`config.mk`:
```
export PLATFORM = sky130hd
export DESIGN_NAME = comp_vote_ctrl
export DESIGN_NICKNAME = d
export VERILOG_FILES = /design/src/rtl/comp_vote_ctrl.sv
export SDC_FILE = /design/constraint.sdc
export NUM_CORES = 1
export LEC_CHECK = 0
export ABC_AREA = 1
export CAP_MARGIN = 20
export CORE_ASPECT_RATIO = 0.5
export CORE_UTILIZATION = 68
export DETAILED_ROUTE_END_ITERATION = 7
export DONT_BUFFER_PORTS = 1
export PLACE_DENSITY_LB_ADDON = 0.3
export RECOVER_POWER = 50
export SLEW_MARGIN = 20
export SYNTH_ARGS = -nofsm -noshare
export SYNTH_HDL_FRONTEND = slang
export SYNTH_SLANG_ARGS = --single-unit
```
`constraint.sdc`:
```
create_clock -name clk_i -period 4.3 [get_ports clk_i]
set_input_delay 0.43 -clock clk_i [delete_from_list [all_inputs] [get_ports clk_i]]
set_output_delay 0.43 -clock clk_i [all_outputs]
set_load 0.01 [all_outputs]
```
`src/rtl/comp_vote_ctrl.sv`:
```
// Comparator voting controller: clocks NCOMP comparator slices, accumulates positive/negative
// votes over one or more comparisons and reports a registered decision with timeout flags.
module comp_vote_ctrl #(
   parameter int unsigned NCOMP = 4,
   parameter int unsigned TMO   = 15,
   parameter int unsigned DLY   = 1,
   localparam int unsigned CW   = $clog2(NCOMP * 15 + 1)
) (
   input  logic             clk_i,
   input  logic             rst_ni,
   input  logic             start_i,
   input  logic             startlsb_i,
   input  logic [3:0]       reps_i,
   input  logic             done_i,
   input  logic [NCOMP-1:0] vop_i,
   input  logic [NCOMP-1:0] von_i,
   output logic             ckc_o,
   output logic             busy_o,
   output logic             dec_o,
   output logic             dec_vld_o,
   output logic             tie_o,
   output logic             meta_o,
   output logic [CW-1:0]    pcnt_o,
   output logic [CW-1:0]    ncnt_o
);

   typedef enum logic [1:0] {StIdle, StEval, StRecover, StDecide} state_e;

   state_e           state_q, state_d;
   logic [NCOMP-1:0] vop_s1_q, vop_s2_q, von_s1_q, von_s2_q;
   logic [3:0]       cnt_q, cnt_d, rep_q, rep_d, tgt_q, tgt_d;
   logic [CW-1:0]    pcnt_q, pcnt_d, ncnt_q, ncnt_d, pos_add, neg_add;
   logic             meta_q, meta_d, dec_q, dec_d, tie_q, tie_d;
   logic             dec_vld_q, dec_vld_d, ckc_q, ckc_d, busy_q, busy_d;
   logic             all_valid, any_high, both_hi, tmo_hit, dly_met;

   always_ff @(posedge clk_i or negedge rst_ni) begin
      if (!rst_ni) begin
         vop_s1_q <= '0;
         vop_s2_q <= '0;
         von_s1_q <= '0;
         von_s2_q <= '0;
      end else begin
         vop_s1_q <= vop_i;
         vop_s2_q <= vop_s1_q;
         von_s1_q <= von_i;
         von_s2_q <= von_s1_q;
      end
   end

   // A slice with both outputs high is treated as invalid: it votes for neither side.
   always_comb begin
      pos_add = '0;
      neg_add = '0;
      for (int i = 0; i < int'(NCOMP); i++) begin
         pos_add = pos_add + CW'(vop_s2_q[i] & ~von_s2_q[i]);
         neg_add = neg_add + CW'(von_s2_q[i] & ~vop_s2_q[i]);
      end
   end

   assign all_valid = &(vop_s2_q | von_s2_q);
   assign any_high  = |(vop_s2_q | von_s2_q);
   assign both_hi   = |(vop_s2_q & von_s2_q);
   // cnt_q counts cycles already spent in the state; +1 includes the current one.
   assign tmo_hit   = ({1'b0, cnt_q} + 5'd1) >= 5'(TMO);
   assign dly_met   = ({1'b0, cnt_q} + 5'd1) >= 5'(DLY);

   always_ff @(posedge clk_i or negedge rst_ni) begin
      if (!rst_ni) begin
         state_q   <= StIdle;
         cnt_q     <= '0;
         rep_q     <= '0;
         tgt_q     <= '0;
         pcnt_q    <= '0;
         ncnt_q    <= '0;
         meta_q    <= 1'b0;
         dec_q     <= 1'b0;
         tie_q     <= 1'b0;
         dec_vld_q <= 1'b0;
         ckc_q     <= 1'b0;
         busy_q    <= 1'b0;
      end else begin
         state_q   <= state_d;
         cnt_q     <= cnt_d;
         rep_q     <= rep_d;
         tgt_q     <= tgt_d;
         pcnt_q    <= pcnt_d;
         ncnt_q    <= ncnt_d;
         meta_q    <= meta_d;
         dec_q     <= dec_d;
         tie_q     <= tie_d;
         dec_vld_q <= dec_vld_d;
         ckc_q     <= ckc_d;
         busy_q    <= busy_d;
      end
   end

   always_comb begin
      state_d = state_q;
      cnt_d   = cnt_q + 4'd1;
      rep_d   = rep_q;
      tgt_d   = tgt_q;
      pcnt_d  = pcnt_q;
      ncnt_d  = ncnt_q;
      meta_d  = meta_q;
      if (done_i) begin
         state_d = StIdle;
         cnt_d   = '0;
      end else begin
         unique case (state_q)
            StIdle: begin
               cnt_d = '0;
               if (start_i) begin
                  state_d = StEval;
                  tgt_d   = (startlsb_i && reps_i != 4'd0) ? reps_i : 4'd1;
                  rep_d   = '0;
                  pcnt_d  = '0;
                  ncnt_d  = '0;
                  meta_d  = 1'b0;
               end
            end
            StEval: begin
               if (all_valid || tmo_hit) begin
                  state_d = StRecover;
                  cnt_d   = '0;
                  rep_d   = rep_q + 4'd1;
                  pcnt_d  = pcnt_q + pos_add;
                  ncnt_d  = ncnt_q + neg_add;
                  if (!all_valid || both_hi) meta_d = 1'b1;
               end
            end
            StRecover: begin
               if (dly_met && !any_high) begin
                  cnt_d   = '0;
                  state_d = (rep_q < tgt_q) ? StEval : StDecide;
               end else if (tmo_hit) begin
                  cnt_d   = '0;
                  meta_d  = 1'b1;
                  state_d = StDecide;
               end
            end
            StDecide: begin
               cnt_d   = '0;
               state_d = StIdle;
            end
            default: state_d = StIdle;
         endcase
      end
   end

   always_comb begin
      ckc_d     = (state_d == StEval);
      busy_d    = (state_d != StIdle);
      dec_vld_d = (state_q == StDecide) && !done_i;
      dec_d     = dec_q;
      tie_d     = tie_q;
      if (state_q == StIdle && start_i && !done_i) begin
         dec_d = 1'b0;
         tie_d = 1'b0;
      end
      if (dec_vld_d) begin
         dec_d = (pcnt_q > ncnt_q);
         tie_d = (pcnt_q == ncnt_q);
      end
   end

   assign ckc_o     = ckc_q;
   assign busy_o    = busy_q;
   assign dec_o     = dec_q;
   assign dec_vld_o = dec_vld_q;
   assign tie_o     = tie_q;
   assign meta_o    = meta_q;
   assign pcnt_o    = pcnt_q;
   assign ncnt_o    = ncnt_q;

endmodule

```
; ---- Word-level counts from Yosys, hierarchy flattened
; Index checks and enable logic that the tools add are counted.
[word_totals]
ff_bits = 48
latch_bits = 0
ramBits = 0
mem_bits_ro = 0
inputBits = 17
out_inout_bits = 18
wordCells = 113
memories = 0
[classes]
addsub = 11
n_mul = 0
n_div = 0
n_lt_le_gt_ge = 4
eq_ne = 10
shifts = 0
n_mux = 30
n_bitwise = 19
reduce_logical = 23
[op_table]
columns = cell, n
row1 = 6-bit adder, 8
row2 = 1-bit by 6-bit AND with 6-bit output, 8
row3 = 1-bit inverter with 6-bit output, 8
row4 = 4-bit 2-to-1 mux, 7
row5 = 6-bit one-hot mux with 2 select lines, 2
row6 = 6-bit 2-to-1 mux, 3
row7 = 2-bit 2-to-1 mux, 6
row8 = 4-bit one-hot mux with 3 select lines, 1
row9 = "2-bit inequality test, second input constant", 5
row10 = "4-bit by 1-bit adder with 4-bit output, second input constant", 2
row11 = 1-bit 2-to-1 mux, 8
row12 = 2-bit one-hot mux with 4 select lines, 1
row13 = 4-bit one-hot mux with 2 select lines, 1
row14 = 4-bit AND reduction, 2
row15 = 4-bit OR reduction, 2
row16 = 7-bit AND reduction, 1
row17 = 6-bit == test, 1
row18 = 6-bit > comparator, 1
row19 = 2-bit nonzero test, 3
row20 = "4-bit by 1-bit adder with 5-bit output, second input constant", 1
row21 = "5-bit by 1-bit >= comparator with 1-bit output, second input constant", 1
row22 = "5-bit by 4-bit >= comparator with 1-bit output, second input constant", 1
row23 = 1-bit logical AND, 5
row24 = 4-bit AND, 1
row25 = other kinds (13), 18

; ---- Logic depth before layout (Yosys ltp)
; Gate-level depths: netlist of run 1.
[depth]
ltp_word = 8
mapped_depth = 14
ltp_nobuf = 13

; ---- Least setup slack after synthesis of run 1
; Ideal clock, no wire load.
[synth_path]
kind = reg2reg
start = reg von_s2_q[2]
end = reg pcnt_q[2] (netlist: pcnt_o[2])
setup_time_ns = 0.118
t_arrival_ns = 2.363
required_ns = 4.182
slack_ns = 1.819
path_stages_with_launch = 10
n_path_buf = 0
period_less_slack_ns = 2.481
path_cell_list = dfrtp_1 > inv_1 > nand2_1 > fa_1 > inv_1 > fa_1 > fa_1 > or2_2 > nand3_1 > o21ai_2
[synth_between]
elab_chain_len = 7
[synth_lines]
columns = element, line
row1 = "start, declared", 30  ; logic [NCOMP-1:0] vop_s1_q, vop_s2_q, von_s1_q, von_s2_q;
row2 = "start signal, assigned", 47  ; von_s2_q <= von_s1_q;
row3 = 1-bit inverter with 6-bit output, 56  ; pos_add = pos_add + CW'(vop_s2_q[i] & ~von_s2_q[i]);
row4 = 1-bit by 6-bit AND with 6-bit output, 56
row5 = 6-bit adder (2 in a row), 56
row6 = 6-bit adder, 127  ; pcnt_d = pcnt_q + pos_add;
row7 = 6-bit 2-to-1 mux, 123  ; if (all_valid || tmo_hit) begin
row8 = 6-bit one-hot mux with 2 select lines, 110  ; unique case (state_q)
row9 = "end signal, assigned", 87  ; pcnt_q <= pcnt_d;
row10 = "end, declared", 32  ; logic [CW-1:0] pcnt_q, pcnt_d, ncnt_q, ncnt_d, pos_add, neg_add;
; Parallel ways exist; a longest one is shown, timed or not. The select of a mux whose other input is x is not followed.
; A chain may end at the register's enable or synchronous reset.

==> results of run 1 <==
## metal layers
metal,up-vias,routed length (um),GRT usage [%]
met5,-,0,0
met4,0,117,12.1
met3,17,283,7.43
met2,70,2740,53.9
met1,970,2420,36.3
li1,983,-,-
## power by group
part           internal [mW]  total (mW)  switching (mW)
clock network          0.115       0.272           0.157
logic                  0.184       0.547           0.363
registers              0.537       0.636          0.0989
## per-stage QoR
| stage | instances | utilization [%] | hold WS [ns] | worst slack [ns] | power [mW] |
|---|---|---|---|---|---|
| global placement | 354 | 75.3 | 0.135 | 1.76 | 1.12 |
| detailed placement | 354 | 75.3 | 0.135 | 1.70 | 1.16 |
| floorplan | 307 | - | 0.134 | 1.82 | 1.04 |
| finish | 364 | 78.3 | 0.146 | 1.47 | 1.46 |
| CTS | 364 | 79.0 | 0.141 | 1.65 | 1.45 |
| global route | 364 | 78.3 | 0.130 | 0.900 | 1.56 |
## cells in the final DEF, fill, tap and decap left out
cell type / count
o41ai_1: 1
clkinvlp_4: 2
o31ai_1: 1
o211ai_2: 1
inv_1: 49
clkinv_4: 1
a21oi_4: 1
nor2_4: 1
clkbuf_8: 5
clkbuf_1: 1
inv_2: 3
ha_1: 19
o211ai_1: 1
a21oi_2: 1
nor3_1: 3
nand4_1: 4
nand2_4: 1
o21ai_0: 9
o21ai_1: 11
dlygate4sd3_1: 1
nand3_4: 1
a21oi_1: 5
or2_2: 3
nand2_2: 4
xor2_1: 7
nand3_1: 27
nor2_1: 26
o21ai_2: 3
nand2_1: 61
dfrtp_1: 48
fa_1: 6
o22ai_1: 3
nor2_2: 3
## state kept, by name, indices dropped and copies added, names as in the netlist
signal	count
ncnt_o	6
pcnt_o	6
dec_vld_o	1
von_s1_q	4
tie_o	1
ckc_o	1
busy_o	1
cnt_q	4
tgt_q	4
meta_o	1
state_q	2
dec_o	1
rep_q	4
vop_s1_q	4
von_s2_q	4
vop_s2_q	4
## cell families (layout without fill, tap and decap cells)
group           Yosys count  count (layout)  synth area share [%]
compound gates           37              37                  8.63
simple gates            134             134                  22.5
xor+xnor                  7               7                  2.29
fa+ha+maj                25              25                  13.3
flops                    48              48                  44.8
buf+inv                  56              62                  8.40
## timing repair
| action | 4_1_cts | 5_1_grt |
|---|---|---|
| endpoints found under the hold margin | 48 | 0 |
| hold buffers | 2 | 0 |
| setup buffers | 0 | 0 |
| setup endpoints to repair | 0 | 0 |
## layout make-up
| class | count | area, sq um | area share (%) |
|---|---|---|---|
| Inverter | 52 | 195 | 6.92 |
| Timing Repair Buffer | 2 | 13.8 | 0.488 |
| Tap cell | 51 | 63.8 | 2.26 |
| Clock inverter | 3 | 23.8 | 0.843 |
| Multi-Input combinational cell | 203 | 1250 | 44.5 |
| Clock buffer | 5 | 68.8 | 2.44 |
| Sequential cell | 48 | 1200 | 42.6 |
## final timing paths
check	to	slack (ns)	cells after the start
setup / recovery	state_q[1]	1.47	2
hold / removal	vop_s1_q[0]	0.15	0
setup reg to reg	pcnt_o[2]	1.66	9
hold reg to reg	von_s2_q[0]	0.35	0
max in group clk_i	pcnt_o[2]	1.66	9
min in group asynchronous	ncnt_o[5]	1.41	2
==> run_results.csv, run 1 <==
group,metric,value,unit
synth,syn_avg_cell_area,8.73,sq um
clock_tree,clk_pin_slew,0.09,ns
critical_path,crit_path_max_incr_delay,1.74,ns
critical_path,cp-start-kind,"input port",
sta,tightest_slew,2.47,ns
clock_tree,ctsLongestPathBuffers,2,
drt,vias,2040,
cells_and_area,final.fill_count,230,
place,placed_area,2720,sq um
synth,syn_nets,349,
clock_tree,cts_resized,0,
sta,hold_violations,0,
synth,ys.flop_type,"dfrtp_1",
die,die_w,90.8,um
critical_path,timing.rr.start,"von_s2_q[2]",
sta,setup_viol,0,
clock_tree,clkLatencyLatePin,0.30,ns
cells_and_area,drive_above_1_share,9.58,%
clock_tree,cts_tree,"yes",
die,dieArea,4210,sq um
synth,synthTopCellsByCount,"61 x nand2_1, 49 x inv_1, 48 x dfrtp_1",
place,port_buffers,0,
global_routing,grt_max_degree,49,
clock_tree,clock_sinks,48,
global_routing,antenna_found_initial,0,
synth,netlist.area_leader.share,44.8,%
synth,synthArstFlopShare,100,%
synth,synthDistinctLibCells,30,
critical_path,cpLargestDelayFamily,"buffers and inverters",
power_and_ir_drop,peakVddDrop,0.283,mV
critical_path,arrival,2.73,ns
cells_and_area,areaGrowthSynthToFinish,5.23,%
sta,clock_skew,0.00726,ns
drt,drt-total-wl,5560,um
sta,finalCriticalPeriod,2.83,ns
drt,wire_per_inst,15.3,um
synth,yosys.area.top_type,"dfrtp_1",
die,pin_count,35,
die,initial_core_util,74.4,%
synth,syn_area,2680,sq um
drt,vias_per_cell,5.60,
critical_path,cp_slowest_cell,"clkbuf_1",
synth,synth_area_leaders,"dfrtp_1 45%, ha_1 8.9%, nand2_1 8.5%",
power_and_ir_drop,p_per_area,516,nW/um^2
critical_path,required,4.21,ns
place,dp_hpwl,4050,um
synth,synth_edf_count,0,
synth,yosysSeqAreaShare,44.8,%
drt,drc,0,
global_routing,grt_usage,29.9,%
cells_and_area,postLayoutCellArea,2820,sq um
global_routing,grt_pass1_wl,9140,um
critical_path,endpoint_kind,"async pin",
sta,worst_slew_margin_rel,-64.5,%
die,row_count,15,
drt,first_iter_violations,118,
sta,rsz0062_at_grt,"no",
synth,ys.warnings.count,0,
hold_path,holdCritPathClass,"in2reg",
clock_tree,cts_root_buf,"clkbuf_8",
critical_path,cp_num_buf_inv,2,
critical_path,crit_type,"in2async",
sta,finalCritPeriodShare,65.7,%
die,die_h,46.4,um
cells_and_area,n_antenna_cell,0,
cells_and_area,final_nets,354,
critical_path,worstPathMaxFanout,48,
run,cap_violations,1,
power_and_ir_drop,p_leak,1.41,nW
clock_tree,cts_made_buffers,5,
sta,max_clock_freq,354,MHz
clock_tree,cts_max_level,2,
hold_path,min-delay-start,"vop_i[0]",
synth,synthMostInstantiatedCell,"nand2_1",
drt,firstDrtPassIters,4,
critical_path,worstPathCellList,"dlygate4sd3_1 > clkbuf_1",
sta,finalMaxSlewViolations,49,
place,routabilityCongestion,0.886,
drt,ant_nets,0,
outcome,outcome,"finished with violations",
critical_path,startpoint,"rst_ni",
synth,ys_ff_latch,48,
sta,finalSetupTns,0,ns
synth,syn_inst,307,
global_routing,grt-ovfl-total,0,
die,core_area,3600,sq um
outcome,violations,"capacitance limit, slew limit",
global_routing,first_global_vias,1985,
Note: power is estimated with default switching activity, not from simulation.
==> run 2, diff against run 1 <==
Settings changed: CORE_UTILIZATION 68 to 57.
Clock period 4.3 ns to 2.56 ns, I/O delays scaled along.
==> run 2 against run 1 <==
  * The run now ends clean
  * Non-clock buffer count rose by 18
  * Via count did not move
  * Cell area rose by 6.4%
  * Highest routed layer unchanged
==> run_results.csv, run 2 (synthesis results as in run 1) <==
group,metric,value,unit
outcome,outcome,"finished clean",
sta,whs,0.120,ns
cells_and_area,mostFrequentLayoutCells,"61 x nand2_1, 48 x dfrtp_1, 47 x inv_1, 27 x nand3_1, 26 x nor2_1",
global_routing,grt-ovfl-total,0,
global_routing,antenna_found_initial,0,
die,initial_core_util,60.0,%
power_and_ir_drop,p_int,1.55,mW
sta,hold_violations,0,
power_and_ir_drop,p_leak,1.50,nW
die,pin_count,35,
place,dp_hpwl,3820,um
critical_path,cpMostUsedCell,"fa_2",
run,cap_violations,0,
sta,finalCriticalPeriod,2.48,ns
drt,ant_nets,0,
sta,clock_skew,0.0113,ns
clock_tree,cts_root_buf,"clkbuf_8",
sta,setup_viol,0,
sta,finalCritPeriodShare,97.0,%
drt,firstDrtPassIters,4,
die,core_area,4470,sq um
die,row_count,17,
clock_tree,clock_sinks,48,
cells_and_area,areaGrowthSynthToFinish,11.9,%
clock_tree,cts_made_buffers,5,
critical_path,arrival,2.66,ns
global_routing,grt_pass1_wl,8830,um
cells_and_area,final_nets,372,
critical_path,cpLargestDelayFamily,"adder cells",
drt,wl_met1,2500,um
power_and_ir_drop,switchingPower,1.00,mW
drt,routed.top_layer,"met4",
sta,tightest_slew,1.16,ns
power_and_ir_drop,peakVddDrop,0.367,mV
clock_tree,ctsLongestPathBuffers,2,
critical_path,worstPathMaxFanout,3,
critical_path,endpoint_kind,"flip-flop",
clock_tree,cts_max_level,2,
drt,first_iter_violations,96,
critical_path,cp_slowest_cell,"fa_1",
place,routabilityCongestion,0.811,
drt,wl_met2,2460,um
global_routing,first_global_vias,1987,
power_and_ir_drop,combPwrFrac,38.5,%
clock_tree,clkLatencyLatePin,0.29,ns
place,port_buffers,0,
sta,max_clock_freq,403,MHz
hold_path,holdCritPathClass,"in2reg",
power_and_ir_drop,power,2.56,mW
sta,worst_slew_margin_rel,22.9,%
power_and_ir_drop,p_clk_share,19.9,%
power_and_ir_drop,seqPwrFrac,41.6,%
die,die_w,99.0,um
drt,drc,0,
global_routing,grt_usage,23.2,%
cells_and_area,n_antenna_cell,0,
critical_path,cp-start-kind,"flip-flop",
cells_and_area,final_common_cell,"nand2_1",
power_and_ir_drop,p_sw_share,39.2,%
die,dieArea,5000,sq um
critical_path,crit_type,"reg2reg",
global_routing,grt_max_degree,49,
sta,finalMaxSlewViolations,0,
drt,vias_per_cell,5.28,
drt,drt-total-wl,5220,um
critical_path,worstPathCellList,"inv_2 > nand2_1 > fa_1 > inv_1 > fa_2 > fa_2 > or2_2 > nand3_1 > o21ai_2",
drt,vias,2040,
critical_path,required,2.74,ns
critical_path,crit_path_max_incr_delay,0.52,ns
clock_tree,cts_tree,"yes",
critical_path,cp_num_buf_inv,2,
cells_and_area,drive_above_1_share,13.7,%
drt,wire_per_inst,13.5,um
clock_tree,clk_pin_slew,0.08,ns
die,die_h,50.5,um
power_and_ir_drop,p_per_area,852,nW/um^2
drt,wl_met3,214,um
## run 2: cell count changes in the layout (fill, tap and decap cells not counted), moves of 2 or more
| cell | previous run | this run |
|---|---|---|
| buf_4 | 0 | 10 |
| clkinvlp_4 | 2 | 0 |
| dlygate4sd3_1 | 1 | 9 |
| fa_1 | 6 | 2 |
| fa_2 | 0 | 4 |
| inv_1 | 49 | 47 |
| inv_2 | 3 | 5 |
## run 2: metal layers
layer | vias to the layer above | track usage, %
met3 | 8 | 5.85
met4 | 0 | 6.47
li1 | 1014 | -
met1 | 983 | 29.0
met5 | - | 0
met2 | 35 | 40.7
## run 2: power groups by stage
stage                     registers (mW)  clock network (mW)  logic, mW
final                               1.06               0.510      0.985
after global routing                1.08               0.554       1.12
after CTS                           1.06               0.524      0.978
after detailed placement            1.08                   0      0.930
after global placement              1.07                   0      0.883
after floorplan                     1.04                   0      0.712
## run 2: through the flow
step	cell area [sq um]	std cells	util, %	worst slack, ns	setup TNS [ns]
global route	3000	386	67.2	-0.00348	-0.00348
global placement	2770	366	62.0	0.0438	0
detailed placement	2770	366	62.0	-0.0553	-0.0653
finish	3000	386	67.2	0.0779	0
CTS	2990	382	67.0	0.0161	0
floorplan	2680	307	-	0.0792	0
## run 2: final cells by class
type	count	area, sq um
multi-input combinational	203	1260
fill	354	1470
clock inverter	1	30.0
inverter	52	195
timing repair buffer	20	170
clock buffer	5	68.8
sequential	48	1200
tap	57	71.3
## run 2: path summary, 6_finish.rpt
check	from	end	slack, ns	cells past startpoint
worst max register to register	von_s2_q[2]	pcnt_o[2]	0.08	9
worst min-delay path	reps_i[1]	tgt_q[1]	0.12	2
worst min register to register	vop_s1_q[2]	vop_s2_q[2]	0.35	0
max in group asynchronous	rst_ni	vop_s2_q[3]	1.13	2
worst max-delay path	von_s2_q[2]	pcnt_o[2]	0.08	9
min in group asynchronous	rst_ni	cnt_q[0]	0.73	2
## run 2: timing repair
action	4_1_cts	5_1_grt
setup buffers	0	4
cloned	0	0
endpoints found under the hold margin	56	0
pin swaps	1	1
hold buffers	10	0
gates resized for setup	3	3
setup endpoints to repair	3	4
==> run 3, diff against run 2 <==
Settings changed: CORE_ASPECT_RATIO 0.5 to 1.2, PLACE_DENSITY set to 0.75, PLACE_DENSITY_LB_ADDON 0.3 to unset.
==> run 3 against run 2 <==
  * Sequential power barely moved
  * Critical path depth did not move
  * Worst setup slack improved by 0.021 ns
  * Via count fell by 1.6%
  * Routed wire length fell by 5.5%
  * Total power fell by 3.7%
  * Global-route usage fell by 0.66 points
  * Sequential share of layout area rose by 0.52 points
  * Cell count fell by 0.78%
  * Maximum frequency rose by 0.86%
  * Utilization rose by 0.27 points
  * Largest cell class unchanged
==> run_results.csv, run 3 (synthesis results as in run 1) <==
group,metric,value,unit
outcome,outcome,"finished clean",
drt,drt-total-wl,4940,um
clock_tree,cts_root_buf,"clkbuf_8",
sta,finalCritPeriodShare,96.1,%
sta,setup_viol,0,
clock_tree,clkLatencyLatePin,0.30,ns
place,dp_hpwl,3710,um
global_routing,grt-ovfl-total,0,
power_and_ir_drop,p_leak,1.48,nW
clock_tree,cts_tree,"yes",
sta,hold_violations,0,
global_routing,antenna_found_initial,0,
clock_tree,cts_max_level,2,
cells_and_area,drive_above_1_share,12.8,%
cells_and_area,final_nets,368,
critical_path,required,2.75,ns
sta,clock_skew,0.00394,ns
die,dieArea,4980,sq um
die,core_area,4390,sq um
drt,wl_met3,232,um
cells_and_area,areaGrowthSynthToFinish,10.5,%
power_and_ir_drop,p_int,1.45,mW
clock_tree,cts_made_buffers,5,
power_and_ir_drop,peakVddDrop,0.684,mV
drt,wl_met2,2470,um
sta,worst_slew_margin_rel,21.5,%
drt,wl_met1,2150,um
drt,wire_per_inst,12.9,um
critical_path,r2r_setup_slack,0.1,ns
critical_path,cp-start-kind,"flip-flop",
global_routing,grt_max_degree,49,
sta,finalSetupTns,0,ns
power_and_ir_drop,p_per_area,831,nW/um^2
power_and_ir_drop,p_sw_share,41.0,%
run,cap_violations,0,
clock_tree,clock_sinks,48,
place,port_buffers,0,
drt,first_iter_violations,98,
sta,tightest_slew,1.18,ns
cells_and_area,mostFrequentLayoutCells,"61 x nand2_1, 48 x inv_1, 48 x dfrtp_1, 27 x nand3_1, 26 x nor2_1",
power_and_ir_drop,p_clk_share,18.6,%
global_routing,grt_usage,22.5,%
drt,vias,2007,
place,routabilityCongestion,0.782,
power_and_ir_drop,switchingPower,1.01,mW
sta,finalMaxSlewViolations,0,
sta,finalCriticalPeriod,2.46,ns
clock_tree,post_cts_buffers,0,
drt,drc,0,
die,die_w,64.6,um
critical_path,worstPathMaxFanout,3,
clock_tree,clk_pin_slew,0.09,ns
die,die_h,77.1,um
global_routing,grt_pass1_wl,8670,um
hold_path,holdCritPathClass,"in2reg",
global_routing,first_global_vias,2021,
power_and_ir_drop,seqPwrFrac,42.8,%
power_and_ir_drop,power,2.46,mW
critical_path,crit_type,"reg2reg",
drt,ant_nets,0,
clock_tree,ctsLongestPathBuffers,2,
sta,max_clock_freq,406,MHz
critical_path,endpoint_kind,"flip-flop",
drt,firstDrtPassIters,5,
die,initial_core_util,61.1,%
power_and_ir_drop,combPwrFrac,38.7,%
die,row_count,26,
drt,routed.top_layer,"met4",
drt,vias_per_cell,5.24,
sta,rsz0062_at_grt,"no",
critical_path,arrival,2.66,ns
cells_and_area,final_common_cell,"nand2_1",
die,pin_count,35,
cells_and_area,n_antenna_cell,0,
## run 3: cell types whose count changed in the layout (fill, tap and decap cells not counted), sizes merged
cell / delta
buf: -4
bufinv: -1
clkinv: +2
inv: +1
## run 3: worst max-delay path: stages, from the launching register on
cell	delay, ns
dfrtp_1	0.41
inv_1	0.10
nand2_1	0.08
fa_1	0.51
inv_1	0.06
fa_2	0.40
fa_2	0.36
or2_2	0.30
nand3_1	0.08
o21ai_2	0.06
## run 3: cell type report
cell class                      instances  area, sq um
Multi-Input combinational cell        203         1260
Tap cell                               56         70.1
Clock buffer                            5         68.8
Timing Repair Buffer                   16          140
Fill cell                             365         1430
Sequential cell                        48         1200
Clock inverter                          3         22.5
Inverter                               52          195
## run 3: routing by layer
metal	vias to the layer above	GRT usage, %
li1	1004	-
met1	941	27.7
met2	54	38.8
met3	8	4.76
met4	0	7.33
met5	-	0
## run 3: power groups by stage
stage | clock network [mW] | logic (mW) | registers (mW)
final | 0.457 | 0.952 | 1.05
after global routing | 0.508 | 1.11 | 1.08
after CTS | 0.479 | 0.963 | 1.05
after detailed placement | 0 | 0.923 | 1.07
after global placement | 0 | 0.891 | 1.06
after floorplan | 0 | 0.712 | 1.04
## run 3: what timing repair did
action / 4_1_cts / 5_1_grt
hold buffers: 10 / 0
endpoints found under the setup margin: 1 / 4
resized for setup: 1 / 4
hold endpoints to repair: 56 / 0
## run 3: worst paths after layout
path / start / endpoint / cells past startpoint
max: von_s2_q[2] / pcnt_o[2] / 9
min in group asynchronous: rst_ni / cnt_q[0] / 2
max reg2reg: von_s2_q[2] / pcnt_o[2] / 9
min reg2reg: von_s1_q[3] / von_s2_q[3] / 0
max in group asynchronous: rst_ni / pcnt_o[0] / 2
min: reps_i[1] / tgt_q[1] / 2
## run 3: through the flow
step                      hold WS [ns]  setup WS [ns]  instance area, sq um  instances  utilization (%)
after floorplan                -0.0396         0.0792                  2680        307                -
after global placement         -0.0384         0.0481                  2770        365             63.0
after detailed placement       -0.0382        -0.0139                  2770        365             63.0
after CTS                       0.0933         0.0182                  2980        383             67.8
after global routing            0.0957        0.00735                  2960        383             67.5
final                            0.101         0.0991                  2960        383             67.5
